==> config.mk <==
export PLATFORM = sky130hd
export DESIGN_NAME = pmu_event_selector
export DESIGN_NICKNAME = d
export VERILOG_FILES = /design/src/rtl/pmu_event_selector.sv
export SDC_FILE = /design/constraint.sdc
export NUM_CORES = 1
export LEC_CHECK = 0
export BUFFER_PORTS_ARGS = -buffer_cell sky130_fd_sc_hd__buf_2
export CAP_MARGIN = 20
export CORE_ASPECT_RATIO = 0.8
export CORE_UTILIZATION = 29
export CTS_BUF_LIST = sky130_fd_sc_hd__clkbuf_16
export CTS_CLUSTER_DIAMETER = 30
export DETAILED_ROUTE_END_ITERATION = 6
export PLACE_DENSITY = 0.53
export SETUP_SLACK_MARGIN = 0.02
export SYNTH_ARGS = -nofsm -noshare
export SYNTH_HDL_FRONTEND = slang
export SYNTH_SLANG_ARGS = --single-unit
==> constraint.sdc <==
create_clock -name clk_i -period 8.9 [get_ports clk_i]
set_clock_uncertainty 0.2 [all_clocks]
set_input_delay 1.335 -clock clk_i [delete_from_list [all_inputs] [get_ports clk_i]]
set_output_delay 1.335 -clock clk_i [all_outputs]
set_load 0.1 [all_outputs]
==> src/rtl/pmu_event_selector.sv <==
// Purpose: per-channel raw-signal mux + level/edge detection feeding PMU events_i.
// Latency: raw_i -> events_o 2 cycles; config read-back 1 cycle.
// Backpressure: none; every input is consumed each cycle. Optional lock: PMU_EVSEL_LOCK_EN.
module pmu_event_selector #(
  parameter int N_RAW    = 64,
  parameter int N_EVENTS = 16,
  parameter int SEL_W    = $clog2(N_RAW),
  parameter int IDX_W    = $clog2(N_EVENTS) + 1,
  parameter int CFG_W    = SEL_W + 3
) (
  input  logic                clk_i,
  input  logic                rst_i,
  input  logic [N_RAW-1:0]    raw_i,
  input  logic                cfg_we_i,
  input  logic [IDX_W-1:0]    cfg_idx_i,
  input  logic [CFG_W-1:0]    cfg_wdata_i,
  output logic [CFG_W-1:0]    cfg_rdata_o,
  output logic [N_EVENTS-1:0] events_o
);

  // Selector space rounded up to a power of two; the padding reads as 0
  localparam int                 RAW_PAD  = 1 << SEL_W;
  localparam logic [IDX_W-1:0]   LOCK_IDX = '1;
  localparam logic [IDX_W-1:0]   NUM_CH   = IDX_W'(N_EVENTS);

  logic [N_RAW-1:0]    r_raw_q;
  logic [RAW_PAD-1:0]  w_raw_pad;
  logic [CFG_W-1:0]    r_cfg [N_EVENTS];
  logic [N_EVENTS-1:0] r_hist;
  logic [N_EVENTS-1:0] r_hv;
  logic [N_EVENTS-1:0] r_events;
  logic [CFG_W-1:0]    r_rdata;
  logic                r_run;
  logic [N_EVENTS-1:0] w_en;
  logic [N_EVENTS-1:0] w_sample;
  logic [N_EVENTS-1:0] w_det;
  logic [N_EVENTS-1:0] w_wr_ch;
  logic [CFG_W-1:0]    w_rdata;
  logic [IDX_W-2:0]    w_ch_idx;
  logic                w_idx_ch;
  logic                w_locked;
  logic                w_wr_ok;

  generate
    if (RAW_PAD > N_RAW) begin : g_pad
      assign w_raw_pad = {{(RAW_PAD-N_RAW){1'b0}}, r_raw_q};
    end else begin : g_nopad
      assign w_raw_pad = r_raw_q;
    end
  endgenerate

  // Write decode: only real channels, and only while not locked
  assign w_idx_ch = (cfg_idx_i < NUM_CH);
  assign w_ch_idx = cfg_idx_i[IDX_W-2:0];
  assign w_wr_ok  = cfg_we_i & w_idx_ch & ~w_locked;

`ifdef PMU_EVSEL_LOCK_EN
  logic r_lock;

  // Sticky lock bit; only reset clears it
  always_ff @(posedge clk_i or posedge rst_i) begin
    if (rst_i) begin
      r_lock <= 1'b0;
    end else if (cfg_we_i && (cfg_idx_i == LOCK_IDX) && cfg_wdata_i[0]) begin
      r_lock <= 1'b1;
    end
  end

  assign w_locked = r_lock;
`else
  assign w_locked = 1'b0;
`endif

  // One-hot of the channel being rewritten this cycle
  always_comb begin
    w_wr_ch = '0;
    if (w_wr_ok) begin
      w_wr_ch[w_ch_idx] = 1'b1;
    end
  end

  // Per-channel sample selection and mode evaluation
  always_comb begin
    w_en     = '0;
    w_sample = '0;
    w_det    = '0;
    for (int c = 0; c < N_EVENTS; c++) begin
      w_en[c]     = r_cfg[c][CFG_W-1];
      w_sample[c] = w_raw_pad[r_cfg[c][SEL_W-1:0]];
      case (r_cfg[c][SEL_W +: 2])
        2'b00:   w_det[c] = w_sample[c];
        2'b01:   w_det[c] = r_hv[c] & w_sample[c] & ~r_hist[c];
        2'b10:   w_det[c] = r_hv[c] & ~w_sample[c] & r_hist[c];
        default: w_det[c] = r_hv[c] & (w_sample[c] ^ r_hist[c]);
      endcase
    end
  end

  // Read-back mux; reserved indices return 0
  always_comb begin
    w_rdata = '0;
    if (w_idx_ch) begin
      w_rdata = r_cfg[w_ch_idx];
    end
`ifdef PMU_EVSEL_LOCK_EN
    else if (cfg_idx_i == LOCK_IDX) begin
      w_rdata = {{(CFG_W-1){1'b0}}, r_lock};
    end
`endif
  end

  // Input capture and detection pipeline. A channel write drops its
  // history-valid flag so a sel change cannot fake an edge; r_run keeps
  // the first post-reset sample from counting as valid history.
  always_ff @(posedge clk_i or posedge rst_i) begin
    if (rst_i) begin
      r_raw_q  <= '0;
      r_run    <= 1'b0;
      r_hist   <= '0;
      r_hv     <= '0;
      r_events <= '0;
    end else begin
      r_raw_q  <= raw_i;
      r_run    <= 1'b1;
      r_hist   <= w_sample;
      r_hv     <= {N_EVENTS{r_run}} & ~w_wr_ch;
      r_events <= w_en & w_det & ~w_wr_ch;
    end
  end

  // Channel configuration registers
  always_ff @(posedge clk_i or posedge rst_i) begin
    if (rst_i) begin
      for (int c = 0; c < N_EVENTS; c++) begin
        r_cfg[c] <= '0;
      end
    end else if (w_wr_ok) begin
      r_cfg[w_ch_idx] <= cfg_wdata_i;
    end
  end

  // Registered read-back; same-cycle write shows the old value
  always_ff @(posedge clk_i or posedge rst_i) begin
    if (rst_i) begin
      r_rdata <= '0;
    end else begin
      r_rdata <= w_rdata;
    end
  end

  assign events_o    = r_events;
  assign cfg_rdata_o = r_rdata;

endmodule

### Word-level counts from Yosys, hierarchy flattened

Cells that the tools add are included.

* register bits after elaboration: 266
* output and inout bits: 25
* bits of input ports: 81
* word-level logic and storage cells: 285

* reduce and logical (&&, ||, !) cells: 18
* magnitude comparators: 21
* multiplexer cells: 58
* equal/unequal tests: 32
* bitwise operators: 134

Operators by type and width (number)
* $bwmux 144: 1
* $lt 6x7->1 const B: 16
* $bmux 1 s6: 16
* $and 1x1->1: 81
* $and 16x16->16: 3
* $pmux 1 s3: 16
* $bmux 9 s4: 1
* $demux 9 s4: 1
* $mux 9: 4
* $eq 2x1->1 const B: 16
* $eq 2x2->1 const B: 16
* $logic_not 2->1: 16
* $not 1->1: 32
* $mux 1: 17
* $mux 16: 1
* $not 16->16: 1
* $xor 1x1->1: 16
* $ge 5x5->1 const B: 1
* $lt 4x5->1 const B: 1
* $lt 5x1->1 const B: 1
* $lt 5x5->1 const B: 1
* $not 4->5: 1
* $demux 1 s4: 1
* $ge 4x1->1 const B: 1
* $logic_and 1x1->1: 2

### Logic depth before layout (Yosys ltp)

Gate-level depths: netlist of the first run.

* depth after elaboration: 8
* gate-level depth with buffers: 8
* depth with buffers taken out: 6

### Worst setup path before layout of the first run

Ideal clock, no wire load.

* path type: input -> register
* from: input port cfg_idx_i[0]
* to: register r_rdata[0], in the netlist cfg_rdata_o[0]
* data required time: 8568 ps
* path slack: 5284 ps
* stages on the path: 5
* arrival time: 3284 ps
* library setup time: 132 ps
* buffers on the path: 2
* cell sequence: clkbuf_1 > buf_1 > mux4_1 > mux4_2 > nor2b_1

* longest elaborated chain between the ends: 5
* elaborated cells on any way between the ends: 6
* those cells by class: order compare: 1; mux: 4; bitwise: 1

RTL lines
* from (decl): line 15 `input logic [IDX_W-1:0] cfg_idx_i,`
* $not 4->5 (implied by the code): line 103 `w_rdata = r_cfg[w_ch_idx];`
* $bmux 9 s4: line 103
* $mux 9 (implied by the code) (2 in a row): line 103
* $mux 9 (*): line 102 `if (w_idx_ch) begin`
* net w_rdata[0]: line 38 `logic [CFG_W-1:0] w_rdata;`
* to (signal assigned): line 147 `r_rdata <= w_rdata;`
* to (decl): line 32 `logic [CFG_W-1:0] r_rdata;`

The timed path passes the listed nets; every way through them passes the cells marked *. The select of a mux whose other input is x is not followed.
A chain may end at the register's enable or synchronous reset.

### Final worst setup path of the first run

* from: register r_cfg[126] (netlist bit)
* to: register r_events[1], in the netlist events_o[1]

* longest elaborated chain between the ends: 8
* elaborated cells on any way between the ends: 12
* those cells by class: mux: 3; bitwise: 9

RTL lines
* from (decl): line 28 `logic [CFG_W-1:0] r_cfg [N_EVENTS];`
* from (signal, indexed assignment): line 138 `r_cfg[w_ch_idx] <= cfg_wdata_i;`
* $bmux 1 s6 (*): line 89 `w_sample[c] = w_raw_pad[r_cfg[c][SEL_W-1:0]];`
* $mux 1 (implied by the code) (*): line 89
* $not 1->1: line 93 `2'b10: w_det[c] = r_hv[c] & ~w_sample[c] & r_hist[c];`
* $and 1x1->1 (2 in a row): line 93
* $pmux 1 s3 (*): line 90 `case (r_cfg[c][SEL_W +: 2])`
* $and 16x16->16 (*) (2 in a row): line 127 `r_events <= w_en & w_det & ~w_wr_ch;`
* to (signal assigned): line 127
* to (decl): line 31 `logic [N_EVENTS-1:0] r_events;`

Mark *: on every way between the ends. The rest lies on a longest branch, timed or not. The select of a mux whose other input is x is not followed.

==> impl_metrics.tcl, run 1 <==
set metrics [dict create \
    status "complete, but fails checks" \
    violations "design-rule violations" \
    finalWorstSetupSlack_ns 5.35 \
    drv_cap 0 \
    synth_nets 1429 \
    core_area_sq_um 64500 \
    fp.dieH_um 231 \
    grt_first_pass_wirelength_um 101000 \
    drt_iter0_markers 1667 \
    yosys_warnings 0 \
    cts_setup_buffers 0 \
    vias 14200 \
    grt_pass1_vias 13900 \
    gr-total-overflow 0 \
    synth_mux_area_frac 0.477 \
    crit_type "reg -> reg" \
    synth_edf_count 0 \
    die_x_um 288 \
    grt_usage 0.208 \
    final_common_cell "mux4_2" \
    post-place-ws_ns 4.92 \
    vias_per_cell 6.28 \
    ant_nets 0 \
    hp-class "reg -> reg" \
    synth_top_area_share 0.350 \
    wire_per_inst_um 30.4 \
    final.period_utilization 0.398 \
    cp-end-kind "flop" \
    cts_tree "built" \
    rows 83 \
    synth_cell_types 42 \
    cts-buffers-inserted 69 \
    grt_max_degree 75 \
    final_cell_area_sq_um 22200 \
    synthSimpleGateAreaFrac 0.0731 \
    ys_async_sr_fraction 1.00 \
    maxSlewHeadroom 0.233 \
    instances_no_fill 2260 \
    antenna_found_initial 1 \
    clk_pin_slew_ns 0.04 \
    tns_ns 0 \
    synth_top_area_cell "dfrtp_1" \
    vdd_drop_max_uv 177 \
    cts_sinks 266 \
    synthXorXnorAreaFrac 0 \
    syn_avg_cell_area_sq_um 14.1 \
    portBuffers 105 \
    final_cell_mix "mux4_2, dfrtp_1, mux2_2" \
    cp-start-kind "flop" \
    hp-start "r_cfg[80]" \
    drt-pass1-iter-count 7 \
    drc_errors 2 \
    syn_inst 1348 \
    cts_hold_buf 0 \
    cts-root-buf "clkbuf_16" \
    rsz0062_at_grt "false" \
    drive_gt1_frac 0.467 \
    yosys_most_used_dff "dfrtp_1" \
    nNetsFinal 1432 \
    seq_area_frac_synth 0.350 \
    period_needed_ns 3.55 \
    critPathLaunch "r_cfg[126]" \
    crit_fanout 18 \
    syn_area_sq_um 19000 \
    cts_buffer_depth 3 \
    synth_top_family_by_area "multiplexers" \
    fp.dieArea_sq_um 66500 \
    p_leak_nw 8.48 \
    synthToLayoutAreaGrowth_pct 16.8 \
    cp.required_ns 9.20 \
    synth-compound-area-share 0.0475 \
    ys_ff_latch 266 \
    synth-adder-area-share 0 \
    critical_path_arrival_ns 3.84 \
    hold_viol 0 \
    top_level_ports 106 \
    cts_resized 0 \
    p_per_area_nw_per_um2 266 \
    gp_congestion 0.920 \
    htree_levels 3 \
    finalMaxSlewViolations 0 \
    initial_utilization 0.295 \
    synthTopCellsByArea "dfrtp_1, mux4_2, mux2_2" \
    worst_pin_slew_ns 1.14 \
    max_freq_mhz 282 \
    detailed_place_hpwl_um 45200 \
    fill_cells 6142 \
    setup_viol 0 \
    routed_wl_um 68700 \
    dpl-instance-area_sq_um 19900 \
    dp.cells 2126 \
    insertion_delay_ns 0.60 \
    rr_startpoint "r_cfg[126]" \
]
cells by family (layout without fill, tap and decap cells):
| logic type | count (synthesis) | in the layout |
|---|---|---|
| other | 1 | 6 |
| AND/OR/NAND/NOR | 262 | 262 |
| flip-flops | 266 | 266 |
| AO/OA/AOI/OAI | 120 | 120 |
| multiplexers | 476 | 476 |
| buffers and inverters | 223 | 280 |
per-stage QoR:
step / hold slack, ns / utilization / total power [mW]
final: 0.316 / 0.344 / 5.91
after floorplan: 0.259 / - / 3.02
after detailed placement: 0.313 / 0.308 / 3.49
after global routing: 0.356 / 0.344 / 6.14
after global placement: 0.293 / 0.308 / 3.46
after CTS: 0.325 / 0.343 / 5.92
cells in the mapped netlist (20+ instances only):
cell type	n
nor2b_1	42
mux4_2	288
mux2_2	130
nand3_1	43
nand2_1	83
o21ai_0	26
dfrtp_1	266
clkbuf_1	125
inv_1	32
a22oi_1	37
a311oi_1	36
buf_1	22
buf_4	20
mux4_1	33
mux2i_1	25
critical path: stages, from the launching register on:
cell and delay (ns):
dfrtp_1 0.96, mux4_2 0.60, a22oi_1 0.24, a311oi_1 0.12, nor4_1 0.89, nand4_1 0.19, a31oi_1 0.24
final timing paths:
check | slack (ns) | endpoint | cells after the start
hold / removal | 0.32 | r_cfg[80] | 2
setup reg to reg | 5.35 | events_o[1] | 6
min in group asynchronous | 0.58 | r_raw_q[28] | 2
hold reg to reg | 0.32 | r_cfg[80] | 2
setup / recovery | 5.35 | events_o[1] | 6
max in group asynchronous | 6.54 | r_cfg[32] | 3
registers in the layout, summed over array words and instances, names as in the netlist:
register	flops
r_raw_q	64
r_hv	16
r_run	1
events_o	16
r_hist	16
cfg_rdata_o	9
r_cfg	144
metal layers:
layer  wire length (um)  global-route usage
met5                  0                   0
met1              27300               0.287
met2              30200               0.300
met4               3060              0.0895
met3               8110              0.0629
cell type report:
cell class / count / area (sq um) / share of cell area
diodes: 5 / 12.5 / 0.000564
flip-flops and latches: 266 / 6660 / 0.300
repair buffers: 123 / 718 / 0.0324
clock inverters: 55 / 495 / 0.0223
inverters: 32 / 128 / 0.00575
well taps: 850 / 1060 / 0.0479
clock buffers: 70 / 1750 / 0.0789
multi-input cells: 859 / 11400 / 0.512
power by group:
group / internal [mW] / total, mW / switching (mW) / leakage (nW)
Combinational: 0.888 / 1.60 / 0.708 / 4.04
Clock: 1.60 / 2.39 / 0.790 / 1.13
Sequential: 1.41 / 1.92 / 0.508 / 3.31
Total: 3.90 / 5.91 / 2.01 / 8.48
(Power assumes the default switching activity.)
==> run 2: changes to the inputs <==
==> constraint.sdc (replaced) <==
create_clock -name clk_i -period 2.97 [get_ports clk_i]
set_clock_uncertainty 0.2 [all_clocks]
set_input_delay 0.4455 -clock clk_i [delete_from_list [all_inputs] [get_ports clk_i]]
set_output_delay 0.4455 -clock clk_i [all_outputs]
set_load 0.1 [all_outputs]
==> impl_metrics.tcl, run 2 (synthesized netlist as in run 1, its figures left out) <==
set metrics [dict create \
    largest_register_ffs 144 \
    setup_viol 0 \
    drt_iter0_markers 1922 \
    rows 83 \
    max_flop_register "r_cfg" \
    vias_per_cell 6.08 \
    hold_path_depth 3 \
    diodes 0 \
    grt_usage 0.213 \
    cts_buffer_depth 3 \
    tns_ns 0 \
    top_level_ports 106 \
    critPathMaxStageDelay_ns 0.87 \
    dp.cells 2244 \
    initial_utilization 0.295 \
    wire_per_inst_um 28.7 \
    maxSlewHeadroom 0.448 \
    drive_gt1_frac 0.504 \
    status "complete, but fails checks" \
    crit_type "reg -> reg" \
    cp-end-kind "flop" \
    worst-path-stages 7 \
    nNetsFinal 1610 \
    pwr-share-clk 0.393 \
    portBuffers 105 \
    rsz0062_at_grt "false" \
    p_leak_nw 9.38 \
    fp.dieArea_sq_um 66500 \
    routed_wl_um 69800 \
    finalMaxSlewViolations 0 \
    detailed_place_hpwl_um 49200 \
    grt_max_degree 76 \
    ant_nets 0 \
    cp-start-kind "flop" \
    drt-pass1-iter-count 7 \
    p_comb_frac 0.310 \
    p_per_area_nw_per_um2 754 \
    switching_share 0.336 \
    seq_area_sq_um 6690 \
    drc_errors 3 \
    max_freq_mhz 347 \
    gr-total-overflow 0 \
    period_needed_ns 2.88 \
    grt_first_pass_wirelength_um 104000 \
    antenna_found_initial 0 \
    synthToLayoutAreaGrowth_pct 26.4 \
    finish.utilization 0.372 \
    intPower_mw 12.0 \
    htree_levels 3 \
    die_x_um 288 \
    cts_tree "built" \
    cp_slowest_cell "dfrtp_1" \
    cts-buffers-inserted 66 \
    reg.largest.list "r_cfg (144), r_raw_q (64)" \
    cts-root-buf "clkbuf_16" \
    switchingPower_mw 6.09 \
    vias 14800 \
    crit_chain "mux4_2 -> nand3_1 -> a311oi_1 -> nor4_2 -> buf_4 -> or4bb_1 -> a31oi_1" \
    vdd_drop_max_uv 391 \
    insertion_delay_ns 0.60 \
    instances_no_fill 2429 \
    seq_power_share 0.296 \
    clk_pin_slew_ns 0.05 \
    hp-class "in -> reg" \
    multi_input_area_sq_um 11400 \
    violations "design-rule violations" \
    cts_sinks 266 \
    holdWs_ns 0.101 \
    crit_family "flip-flops" \
    final_common_cell "mux4_2" \
    drv_cap 0 \
    crit_fanout 16 \
    fp.dieH_um 231 \
    p_total_mw 18.1 \
    fill_cells 6056 \
    gp_congestion 0.988 \
    r2r_cells 7 \
    hold_viol 0 \
    final.period_utilization 0.971 \
    worst_pin_slew_ns 0.827 \
    grt_pass1_vias 15300 \
    final_cell_mix "mux4_2, dfrtp_1, mux2_2" \
    crit_buf_inv 1 \
    critical_path_arrival_ns 3.17 \
    core_area_sq_um 64500 \
    cp.required_ns 3.25 \
]
==> run 2: cell types whose count changed in the layout (fill, tap and decap cells not counted), moves of 6 or more <==
cell           delta
buf_4            +89
dlygate4sd3_1    +67
buf_12           +28
dfrtp_1          -27
dfrtp_2          +27
clkinvlp_4        -6
==> run 2: metrics by stage <==
step / cell area [sq um] / setup WS [ns]
after global placement: 21100 / -0.108
final: 24000 / 0.0870
after CTS: 24000 / 0.0283
after detailed placement: 21100 / -0.152
after global routing: 24000 / 0.0216
after floorplan: 19000 / -1.19
==> run 2: worst register-to-register path, cell delays in order, from the launching register on <==
cell and delay [ns]:
dfrtp_1 0.87, mux4_2 0.38, nand3_1 0.08, a311oi_1 0.31, nor4_2 0.12, buf_4 0.17
or4bb_1 0.47, a31oi_1 0.19
==> run 2: worst paths after layout <==
check | from | end | slack (ns)
setup / recovery | r_raw_q[12] | events_o[6] | 0.09
hold / removal | cfg_wdata_i[5] | r_cfg[113] | 0.10
setup reg to reg | r_raw_q[12] | events_o[6] | 0.09
hold reg to reg | r_cfg[62] | r_cfg[62] | 0.31
max in group asynchronous | rst_i | r_hv[15] | 1.37
min in group asynchronous | rst_i | r_cfg[10] | 0.28
==> run 2: layout make-up <==
cell class / count / share of cell area
clock buffers: 66 / 0.0688
clock inverters: 52 / 0.0227
inverters: 32 / 0.00516
multi-input cells: 859 / 0.475
flip-flops and latches: 266 / 0.279
well taps: 850 / 0.0443
repair buffers: 304 / 0.106
==> run 2: what timing repair did <==
action / 4_1_cts / 5_1_grt
setup buffers: 0 / 0
setup endpoints to repair: 6 / 9
gates resized for setup: 7 / 26
hold buffers: 67 / 0
hold endpoints to repair: 86 / 0
==> run 2: power groups by stage <==
stage,clock network [mW],registers (mW),logic [mW]
finish,7.12,5.37,5.62
global route,7.46,5.43,5.96
CTS,7.24,5.32,5.61
detailed placement,0,5.37,5.50
global placement,0,5.34,5.46
floorplan,0,4.99,4.06
==> run 2: routing by layer <==
metal,part of all wire,track usage
met1,0.40,0.290
met2,0.46,0.321
met3,0.11,0.0608
met4,0.035,0.0804
met5,0,0
